==> src/rtl/cfs_algn_pkg.sv <==
// -----------------------------------------------------------------------------
// cfs_algn_pkg
// Shared definitions for the Aligner datapath: MD data width, the derived
// offset/size/FIFO-entry widths, the bit positions of the {size, offset, data}
// fields inside a FIFO entry, and a packed struct for that entry. The RX
// controller, this alignment core and the TX controller all use the same
// packing, so the FIFOs between them carry plain vectors of FIFO_DATA_WIDTH.
// -----------------------------------------------------------------------------
package cfs_algn_pkg;

    localparam int ALGN_DATA_WIDTH   = 32;
    localparam int ALGN_BYTES        = ALGN_DATA_WIDTH / 8;
    localparam int ALGN_OFFSET_WIDTH = (ALGN_DATA_WIDTH <= 8) ? 1 : $clog2(ALGN_BYTES);
    localparam int ALGN_SIZE_WIDTH   = $clog2(ALGN_BYTES) + 1;
    localparam int FIFO_DATA_WIDTH   = ALGN_DATA_WIDTH + ALGN_OFFSET_WIDTH + ALGN_SIZE_WIDTH;

    // Byte count held in the two-unit accumulator: 0 .. 2*BYTES inclusive.
    localparam int ALGN_CNT_WIDTH    = $clog2(2 * ALGN_BYTES) + 1;

    // Field positions inside a FIFO entry, size in the MSBs.
    localparam int FIFO_DATA_LSB     = 0;
    localparam int FIFO_DATA_MSB     = ALGN_DATA_WIDTH - 1;
    localparam int FIFO_OFFSET_LSB   = ALGN_DATA_WIDTH;
    localparam int FIFO_OFFSET_MSB   = ALGN_DATA_WIDTH + ALGN_OFFSET_WIDTH - 1;
    localparam int FIFO_SIZE_LSB     = ALGN_DATA_WIDTH + ALGN_OFFSET_WIDTH;
    localparam int FIFO_SIZE_MSB     = FIFO_DATA_WIDTH - 1;

    typedef struct packed {
        logic [ALGN_SIZE_WIDTH-1:0]   size;
        logic [ALGN_OFFSET_WIDTH-1:0] offset;
        logic [ALGN_DATA_WIDTH-1:0]   data;
    } algn_fifo_entry_t;

    // Mask selecting the lowest 'size' bytes of a data word; size==BYTES
    // shifts the all-ones pattern out completely and yields a full mask.
    function automatic logic [ALGN_DATA_WIDTH-1:0] byte_mask(input logic [ALGN_SIZE_WIDTH-1:0] size);
        logic [ALGN_DATA_WIDTH-1:0] ones;
        ones = {ALGN_DATA_WIDTH{1'b1}};
        return ~(ones << {size, 3'b000});
    endfunction

endpackage

==> src/rtl/cfs_byte_acc.sv <==
// -----------------------------------------------------------------------------
// cfs_byte_acc
// Byte accumulator of the alignment core. Holds up to 2*BYTES bytes in arrival
// order (byte 0 = oldest, stored in bits [7:0]) plus the byte count.
// Each cycle it may first drop the oldest shift_size_i bytes (a unit leaving
// to the TX FIFO) and then append app_size_i bytes taken from lane
// app_offset_i of app_data_i at the post-shift fill level.
//
// Ports
//   clk_i, rst_ni      clock, asynchronous active-low reset
//   shift_i            drop shift_size_i oldest bytes this cycle
//   shift_size_i       number of bytes to drop
//   append_i           append an incoming unit this cycle
//   app_size_i         incoming unit byte count
//   app_offset_i       incoming unit first byte lane
//   app_data_i         incoming unit data word
//   cnt_o              current byte count (registered)
//   cnt_after_o        byte count after this cycle's shift
//   head_o             oldest BYTES bytes of the buffer
// -----------------------------------------------------------------------------
module cfs_byte_acc
    import cfs_algn_pkg::*;
(
    input  logic                         clk_i,
    input  logic                         rst_ni,
    input  logic                         shift_i,
    input  logic [ALGN_SIZE_WIDTH-1:0]   shift_size_i,
    input  logic                         append_i,
    input  logic [ALGN_SIZE_WIDTH-1:0]   app_size_i,
    input  logic [ALGN_OFFSET_WIDTH-1:0] app_offset_i,
    input  logic [ALGN_DATA_WIDTH-1:0]   app_data_i,
    output logic [ALGN_CNT_WIDTH-1:0]    cnt_o,
    output logic [ALGN_CNT_WIDTH-1:0]    cnt_after_o,
    output logic [ALGN_DATA_WIDTH-1:0]   head_o
);

    localparam int BUF_WIDTH = 2 * ALGN_DATA_WIDTH;

    logic [BUF_WIDTH-1:0]       buf_q;
    logic [BUF_WIDTH-1:0]       buf_d;
    logic [ALGN_CNT_WIDTH-1:0]  cnt_q;
    logic [ALGN_CNT_WIDTH-1:0]  cnt_d;

    logic [ALGN_CNT_WIDTH-1:0]  shift_cnt_s;
    logic [ALGN_CNT_WIDTH-1:0]  cnt_after_s;
    logic [BUF_WIDTH-1:0]       shifted_s;
    logic [ALGN_DATA_WIDTH-1:0] app_field_s;
    logic [BUF_WIDTH-1:0]       app_bytes_s;

    // Shift-then-append: the shift zero-fills the top, and bytes at or above
    // the fill level are always zero, so the append can simply be OR-ed in.
    always_comb begin
        if (shift_i) begin
            shift_cnt_s = ALGN_CNT_WIDTH'(shift_size_i);
        end else begin
            shift_cnt_s = {ALGN_CNT_WIDTH{1'b0}};
        end
        cnt_after_s = cnt_q - shift_cnt_s;
        shifted_s   = buf_q >> {shift_cnt_s, 3'b000};
        app_field_s = (app_data_i >> {app_offset_i, 3'b000}) & byte_mask(app_size_i);
        app_bytes_s = {{ALGN_DATA_WIDTH{1'b0}}, app_field_s} << {cnt_after_s, 3'b000};
        if (append_i) begin
            buf_d = shifted_s | app_bytes_s;
            cnt_d = cnt_after_s + ALGN_CNT_WIDTH'(app_size_i);
        end else begin
            buf_d = shifted_s;
            cnt_d = cnt_after_s;
        end
    end

    // Buffer and count registers; reset discards every accumulated byte.
    always_ff @(posedge clk_i or negedge rst_ni) begin
        if (!rst_ni) begin
            buf_q <= {BUF_WIDTH{1'b0}};
            cnt_q <= {ALGN_CNT_WIDTH{1'b0}};
        end else begin
            buf_q <= buf_d;
            cnt_q <= cnt_d;
        end
    end

    assign cnt_o       = cnt_q;
    assign cnt_after_o = cnt_after_s;
    assign head_o      = buf_q[ALGN_DATA_WIDTH-1:0];

endmodule

==> src/rtl/cfs_ctrl_align_chk.sv <==
// -----------------------------------------------------------------------------
// cfs_ctrl_align_chk
// Protocol and integrity checks for the alignment core: legal incoming units,
// accumulator bound, and push-side stability under backpressure.
//
// Ports
//   clk_i, rst_ni      clock, asynchronous active-low reset
//   pop_fire_i         an RX FIFO entry is consumed this cycle
//   pop_size_i         its size field
//   pop_offset_i       its offset field
//   cnt_i              accumulator byte count
//   push_valid_i       aligned unit offered
//   push_ready_i       TX FIFO accepts
//   push_data_i        offered FIFO entry
// -----------------------------------------------------------------------------
module cfs_ctrl_align_chk
    import cfs_algn_pkg::*;
(
    input  logic                         clk_i,
    input  logic                         rst_ni,
    input  logic                         pop_fire_i,
    input  logic [ALGN_SIZE_WIDTH-1:0]   pop_size_i,
    input  logic [ALGN_OFFSET_WIDTH-1:0] pop_offset_i,
    input  logic [ALGN_CNT_WIDTH-1:0]    cnt_i,
    input  logic                         push_valid_i,
    input  logic                         push_ready_i,
    input  logic [FIFO_DATA_WIDTH-1:0]   push_data_i
);

    localparam int SUM_WIDTH = ALGN_SIZE_WIDTH + 1;

    a_pop_size_nonzero: assert property (@(posedge clk_i) disable iff (!rst_ni)
        pop_fire_i |-> (pop_size_i != {ALGN_SIZE_WIDTH{1'b0}}));

    a_pop_in_lanes: assert property (@(posedge clk_i) disable iff (!rst_ni)
        pop_fire_i |-> ((SUM_WIDTH'(pop_offset_i) + SUM_WIDTH'(pop_size_i)) <= SUM_WIDTH'(ALGN_BYTES)));

    a_cnt_bound: assert property (@(posedge clk_i) disable iff (!rst_ni)
        cnt_i <= ALGN_CNT_WIDTH'(2 * ALGN_BYTES));

    a_push_stable: assert property (@(posedge clk_i) disable iff (!rst_ni)
        (push_valid_i && !push_ready_i) |=> (push_valid_i && $stable(push_data_i)));

endmodule

==> src/rtl/cfs_ctrl_align.sv <==
// -----------------------------------------------------------------------------
// cfs_ctrl_align
// Alignment core of the Aligner. Pops {size, offset, data} units from the RX
// FIFO, accumulates their valid bytes in order, and pushes units of cfg_size
// bytes placed at byte lane cfg_offset to the TX FIFO. The configuration is
// re-sampled from ctrl_* only while the accumulator is empty and nothing is
// being popped, so a register change lands exactly on a unit boundary.
//
// Ports
//   pclk, preset_n     clock, asynchronous active-low reset
//   ctrl_offset        CTRL.OFFSET from the register block
//   ctrl_size          CTRL.SIZE from the register block (already legal)
//   pop_valid/_ready   RX FIFO handshake, pop_data = {size, offset, data}
//   push_valid/_ready  TX FIFO handshake, push_data = {size, offset, data}
//   busy               accumulator holds at least one byte
// -----------------------------------------------------------------------------
module cfs_ctrl_align
    import cfs_algn_pkg::*;
(
    input  logic                         pclk,
    input  logic                         preset_n,
    input  logic [ALGN_OFFSET_WIDTH-1:0] ctrl_offset,
    input  logic [ALGN_SIZE_WIDTH-1:0]   ctrl_size,
    input  logic                         pop_valid,
    input  logic [FIFO_DATA_WIDTH-1:0]   pop_data,
    output logic                         pop_ready,
    output logic                         push_valid,
    output logic [FIFO_DATA_WIDTH-1:0]   push_data,
    input  logic                         push_ready,
    output logic                         busy
);

    logic [ALGN_SIZE_WIDTH-1:0]   cfg_size_q;
    logic [ALGN_SIZE_WIDTH-1:0]   cfg_size_d;
    logic [ALGN_OFFSET_WIDTH-1:0] cfg_offset_q;
    logic [ALGN_OFFSET_WIDTH-1:0] cfg_offset_d;

    algn_fifo_entry_t             pop_entry_s;
    algn_fifo_entry_t             push_entry_s;
    logic [ALGN_CNT_WIDTH-1:0]    cnt_s;
    logic [ALGN_CNT_WIDTH-1:0]    cnt_after_s;
    logic [ALGN_DATA_WIDTH-1:0]   head_s;
    logic                         push_valid_s;
    logic                         push_fire_s;
    logic                         pop_ready_s;
    logic                         pop_fire_s;

    // Handshakes. pop_ready looks at the fill level after this cycle's push,
    // so a full-width unit always fits; this is the only input-to-output path.
    always_comb begin
        pop_entry_s  = pop_data;
        push_valid_s = (cnt_s >= ALGN_CNT_WIDTH'(cfg_size_q));
        push_fire_s  = push_valid_s & push_ready;
        pop_ready_s  = (cnt_after_s <= ALGN_CNT_WIDTH'(ALGN_BYTES));
        pop_fire_s   = pop_valid & pop_ready_s;
    end

    cfs_byte_acc u_acc (
        .clk_i        (pclk),
        .rst_ni       (preset_n),
        .shift_i      (push_fire_s),
        .shift_size_i (cfg_size_q),
        .append_i     (pop_fire_s),
        .app_size_i   (pop_entry_s.size),
        .app_offset_i (pop_entry_s.offset),
        .app_data_i   (pop_entry_s.data),
        .cnt_o        (cnt_s),
        .cnt_after_o  (cnt_after_s),
        .head_o       (head_s)
    );

    // Configuration follows the registers only at an empty, idle boundary.
    always_comb begin
        if ((cnt_s == {ALGN_CNT_WIDTH{1'b0}}) && !pop_fire_s) begin
            cfg_size_d   = ctrl_size;
            cfg_offset_d = ctrl_offset;
        end else begin
            cfg_size_d   = cfg_size_q;
            cfg_offset_d = cfg_offset_q;
        end
    end

    // Configuration registers.
    always_ff @(posedge pclk or negedge preset_n) begin
        if (!preset_n) begin
            cfg_size_q   <= {{(ALGN_SIZE_WIDTH-1){1'b0}}, 1'b1};
            cfg_offset_q <= {ALGN_OFFSET_WIDTH{1'b0}};
        end else begin
            cfg_size_q   <= cfg_size_d;
            cfg_offset_q <= cfg_offset_d;
        end
    end

    // Outgoing entry: oldest cfg_size bytes moved up to lane cfg_offset,
    // every other lane zero.
    always_comb begin
        push_entry_s.size   = cfg_size_q;
        push_entry_s.offset = cfg_offset_q;
        push_entry_s.data   = (head_s & byte_mask(cfg_size_q)) << {cfg_offset_q, 3'b000};
    end

    assign pop_ready  = pop_ready_s;
    assign push_valid = push_valid_s;
    assign push_data  = push_entry_s;
    assign busy       = (cnt_s != {ALGN_CNT_WIDTH{1'b0}});

    cfs_ctrl_align_chk u_chk (
        .clk_i        (pclk),
        .rst_ni       (preset_n),
        .pop_fire_i   (pop_fire_s),
        .pop_size_i   (pop_entry_s.size),
        .pop_offset_i (pop_entry_s.offset),
        .cnt_i        (cnt_s),
        .push_valid_i (push_valid_s),
        .push_ready_i (push_ready),
        .push_data_i  (push_entry_s)
    );

endmodule

==> config.mk <==
export PLATFORM = sky130hd
export DESIGN_NAME = cfs_ctrl_align
export DESIGN_NICKNAME = d
export VERILOG_FILES = /design/src/rtl/cfs_algn_pkg.sv /design/src/rtl/cfs_byte_acc.sv /design/src/rtl/cfs_ctrl_align_chk.sv /design/src/rtl/cfs_ctrl_align.sv
export SDC_FILE = /design/constraint.sdc
export NUM_CORES = 1
export LEC_CHECK = 0
export ABC_CLOCK_PERIOD_IN_PS = 5800
export BUFFER_PORTS_ARGS = -buffer_cell sky130_fd_sc_hd__buf_4
export CAP_MARGIN = 20
export CORE_MARGIN = 2
export CORE_UTILIZATION = 37
export CTS_CLUSTER_DIAMETER = 80
export DETAILED_ROUTE_END_ITERATION = 10
export HOLD_SLACK_MARGIN = 0.15
export PLACE_DENSITY_LB_ADDON = 0.2
export SYNTH_ARGS = -nofsm -noshare
export SYNTH_HDL_FRONTEND = slang
export SYNTH_SLANG_ARGS = --single-unit
==> constraint.sdc <==
create_clock -name pclk -period 5.8 [get_ports pclk]
set_input_delay 0.87 -clock pclk [delete_from_list [all_inputs] [get_ports pclk]]
set_output_delay 0.87 -clock pclk [all_outputs]
set_load 0.1 [all_outputs]
Yosys cells after proc, flatten, opt, wreduce, memory -nomap -nowiden
Cells that the tools add are included.

Add/sub/neg operators: 2. Shifts and indexed selects: 6. Bitwise logic cells: 7. Multiplexer cells: 3. Reductions and logical operators: 4. Order comparisons: 2.

Operator list (number): bitwise AND 32 bit (2); 2-to-1 mux 64 bit (1); inverter 32 bit (2); bitwise OR 64 bit (1); left shift 32 x 6 -> 32 bit (first input constant) (2); left shift 32 x 7 -> 64 bit (1); right shift 64 x 6 -> 64 bit (1); left shift 32 x 5 -> 32 bit (1); right shift 32 x 5 -> 32 bit (1); adder 4 x 3 -> 4 bit (1); greater-or-equal comparator 4 x 3 -> 1 bit (1); less-or-equal comparator 4 x 3 -> 1 bit (second input constant) (1); zero test 4 bit (1); 2-to-1 mux 4 bit (1); nonzero test 4 bit (1); subtractor 4 x 3 -> 4 bit (1); 2-to-1 mux 3 bit (1); bitwise AND 1 bit (2); logical AND 1 bit (1); zero test 1 bit (1).

Logic and storage cells: 28. Flip-flop bits (word level): 73. Output and inout bits: 40.

Logic depth before layout (Yosys ltp)
Depth in word-level cells: 8. Mapped depth: 21.

By module
Synthesis repeated with hierarchy kept, for this count alone.

Cells, all modules: 782. Area, all modules: 6952.9 um^2.

By module, submodules not included: cfs_byte_acc (area an instance 5995.8 um^2, seq. area each 1701.6 um^2, cells an instance 661, times used 1); cfs_ctrl_align (area an instance 957.2 um^2, seq. area each 126.4 um^2, cells an instance 121, times used 1).

Least setup slack after synthesis
No wires, ideal clock.

Kind: reg2out. Start point: register cfg_size_q[2]. End point: output pop_ready. Arrival: 5.985 ns. Buffers on the path: 4. Data required time: 4.930 ns. Setup slack: -1.055 ns. Stages on the path, launching flop included: 16. Path through: dfrtp_1 -> buf_2 -> inv_2 -> clkbuf_1 -> ha_1 -> a211oi_1 -> o21a_1 -> buf_6 -> nor2_2 -> inv_2 -> buf_1 -> ha_1 -> and3b_4 -> o21ai_0 -> and2_1 -> a21boi_0.

Longest elaborated chain between the ends: 5.

Ends and longest elaborated chain: start, declared (RTL line cfs_ctrl_align.sv:33) `logic [ALGN_SIZE_WIDTH-1:0] cfg_size_q;`; start signal, assigned (RTL line cfs_ctrl_align.sv:86) `cfg_size_q <= {{(ALGN_SIZE_WIDTH-1){1'b0}}, 1'b1};`; start signal, assigned (RTL line cfs_ctrl_align.sv:89) `cfg_size_q <= cfg_size_d;`; greater-or-equal comparator 4 x 3 -> 1 bit (RTL line cfs_ctrl_align.sv:52) `push_valid_s = (cnt_s >= ALGN_CNT_WIDTH'(cfg_size_q));`; bitwise AND 1 bit (RTL line cfs_ctrl_align.sv:53) `push_fire_s = push_valid_s & push_ready;`; 2-to-1 mux 3 bit (*) (RTL line cfs_byte_acc.sv:53) `if (shift_i) begin`; subtractor 4 x 3 -> 4 bit (*) (RTL line cfs_byte_acc.sv:58) `cnt_after_s = cnt_q - shift_cnt_s;`; less-or-equal comparator 4 x 3 -> 1 bit (*) (RTL line cfs_ctrl_align.sv:54) `pop_ready_s = (cnt_after_s <= ALGN_CNT_WIDTH'(ALGN_BYTES));`; end, declared (RTL line cfs_ctrl_align.sv:26) `output logic pop_ready,`.

Every way passes the cells marked *; elsewhere a longest branch is shown, timed or not.

Worst setup path in the final report
Ends and elaborated chain as after synthesis.

==> impl_metrics.ini <==
[timing]
finalSetupViolCount = 0
hold_viol = 0
timing.fmax_mhz = 213
slew_headroom_pct = 30.0
drv_slew = 0
setup_ws_ns = 1.10
finalSetupTns_ns = 0
period_needed_ns = 4.70
rsz0062_at_grt = false
min_period_over_period_pct = 81.0
fin_skew_ns = 0.00856
tightest_slew_ns = 1.04

[yosys]
postSynthAreaPerCell_sq_um = 8.60
yosys_warnings = 0
yosys.area.top_type = dfrtp_1
synth_area_sq_um = 7000
synth_top_family_by_area = compound AO/OA/AOI/OAI gates
synth_seq_area_share_pct = 26.1
synthMuxAreaShare_pct = 11.9
synth-async-reset-ratio_pct = 100
synth_area_leaders = dfrtp_1 (26%), mux2i_1 (7.1%), o221ai_1 (4.3%)
synth_adder_area_share_pct = 2.18
synthXorXnorAreaFrac_pct = 0.250
yosys.area_share.simple_pct = 16.9
yosys_most_used_dff = dfrtp_1
synth_cell_types = 75
synth_top_area_share_pct = 25.7
synth_fp_nets = 871
ys_seq_elements = 73
syn_inst = 814
synth-edff-count = 0
synth_compound_area_share_pct = 35.9

[clocking]
path_clk_slew_ns = 0.07
numClockSinks = 73
cts_buffers = 9
clock_path_buffers = 2
ctsRootBufferMaster = clkbuf_16
clk_latency_ns = 0.34
holdBufCountCts = 0
htreeDepth = 3
cts_tree = yes
postCtsSetupBuffers = 0
cts_resized = 0

[detailed_routing]
drtIter0Drc = 912
dr.pass1.iters = 7
viasPerCell = 6.67
num_vias = 7223
routed_wl_um = 26700
drc = 0
ant_nets = 0
avgRoutedWirePerCell_um = 24.6

[setup_path]
cp-end-kind = output port
worstPathCellList = inv_2 > ha_1 > a211oi_1 > o21a_1 > inv_6 > nand2_2 > inv_1 > ha_1 > inv_1 > fa_1 > buf_4 > nand2b_1 > a21boi_2 > buf_4
crit_required_ns = 4.93
arrival_ns = 3.83
worst-r2r-cell-count = 15
critPathMaxStageDelay_ns = 0.43
cp-start-kind = register
crit_fanout = 61
slowest_stage = fa_1
crit_type = reg -> out

[placed_design]
port_buffers = 85
pre_cts_ws_ns = 1.41
routabilityCongestion = 0.941
dp_hpwl_um = 19400

[worst_hold_path]
min_path_type = reg -> reg
min_path_cells = 2

[grt]
overflow = 0
top_usage_layer = met1
grt_pass1_wl_um = 41300
met2_usage_pct = 38.7
antenna_found_initial = 0
grt_max_degree = 74
use_met3_pct = 4.72
grt_use_total_pct = 26.3
use_met1_pct = 39.9
grt_pass1_vias = 6616

[final_layout]
final_common_cell = buf_4
postLayoutCoreUtil_pct = 42.4
final_cell_mix = buf_4 (98), dfrtp_1 (72), nor2_1 (60)
nets = 902
antennaDiodeCount = 0
fillers = 1875
syn_to_final_growth_pct = 12.8
drive_above_1_share_pct = 19.3

[floorplan]
die_x_um = 142
core_sq_um = 18600
io_pins = 86
die-area_sq_um = 20000
die_h_um = 142
initial_core_util_pct = 37.6
rows = 50

[run_status]
outcome = complete, no violations

[flow_run]
maxCapViolations = 0
-- cells in the mapped netlist, types with 4 or more instances --
cell and count:
nand3_1 35, mux2i_1 50, a22o_1 14, o31ai_1 9
mux2_2 12, and2_1 11, a211oi_1 10, clkbuf_1 37
a22oi_1 24, a21oi_1 56, nor3_1 22, dfrtp_1 72
nor2b_1 7, mux2_4 5, o221a_2 7, a2bb2oi_1 9
a21o_1 10, nand3b_1 9, nor2_1 60, o211ai_1 13
o21ai_0 41, o32ai_1 13, buf_6 6, nand2_1 44
and3_1 16, inv_1 9, ha_1 9, buf_2 25
o21a_1 7, a221o_1 29, buf_4 5, nand2b_1 4
mux2_1 5, o221ai_1 34, o22ai_1 8, a21boi_0 15
a211o_1 7, a221oi_1 11
-- area by class of cell --
class / count / area, sq um / share of cell area, %
Tap cell: 234 / 293 / 3.71
Multi-Input combinational cell: 650 / 4700 / 59.5
Inverter: 13 / 53.8 / 0.681
Clock buffer: 10 / 229 / 2.90
Sequential cell: 73 / 1830 / 23.1
Clock inverter: 5 / 57.6 / 0.728
Timing Repair Buffer: 98 / 736 / 9.31
-- worst paths after layout --
check                                   to           start  slack [ns]
max reg2reg                 u_acc.buf_q[5]   cfg_size_q[2]        1.37
max                              pop_ready   cfg_size_q[2]        1.10
min in group asynchronous  u_acc.buf_q[25]        preset_n        0.66
max in group asynchronous  u_acc.buf_q[59]        preset_n        4.47
min reg2reg                 u_acc.buf_q[3]  u_acc.buf_q[3]        0.62
min                         u_acc.buf_q[3]  u_acc.buf_q[3]        0.62
-- cells by family after synthesis --
family	Yosys count
simple gates	228
mux	75
flops	73
compound gates	334
fa+ha+maj	11
xor+xnor	2
buf+inv	91
-- sequential cells by signal (all words and copies together) (netlist names) --
| name | flops |
|---|---|
| cfg_offset_q | 2 |
| u_acc.cnt_o | 4 |
| cfg_size_q | 3 |
| u_acc.buf_q | 64 |
-- routing by layer --
layer	vias up	part of all wire, %	routed length, um
met5	-	0	0
met3	47	10	2720
met4	0	1.8	491
met1	3428	46	12300
met2	480	42	11200
li1	3268	-	-
-- metrics by stage --
| stage | instance area, sq um | std cells | hold WS [ns] |
|---|---|---|---|
| floorplan | 7010 | 814 | 0.540 |
| global placement | 7610 | 1067 | 0.582 |
| detailed placement | 7610 | 1068 | 0.601 |
| CTS | 7900 | 1083 | 0.616 |
| global route | 7900 | 1083 | 0.660 |
| finish | 7900 | 1083 | 0.625 |
-- worst max-delay path: cells and delay by family, from the launching register on --
family / cells / cell delay, ns
AOI/OAI and AO/OA: 3 / 0.68
adders and majority gates: 3 / 0.92
and+or+nand+nor: 2 / 0.36
DFF: 1 / 0.39
buffers and inverters: 6 / 1.11
Power is left out: the tool's default activity adds up to more than one toggle a clock period on the data nets, which glitch-free logic cannot reach.
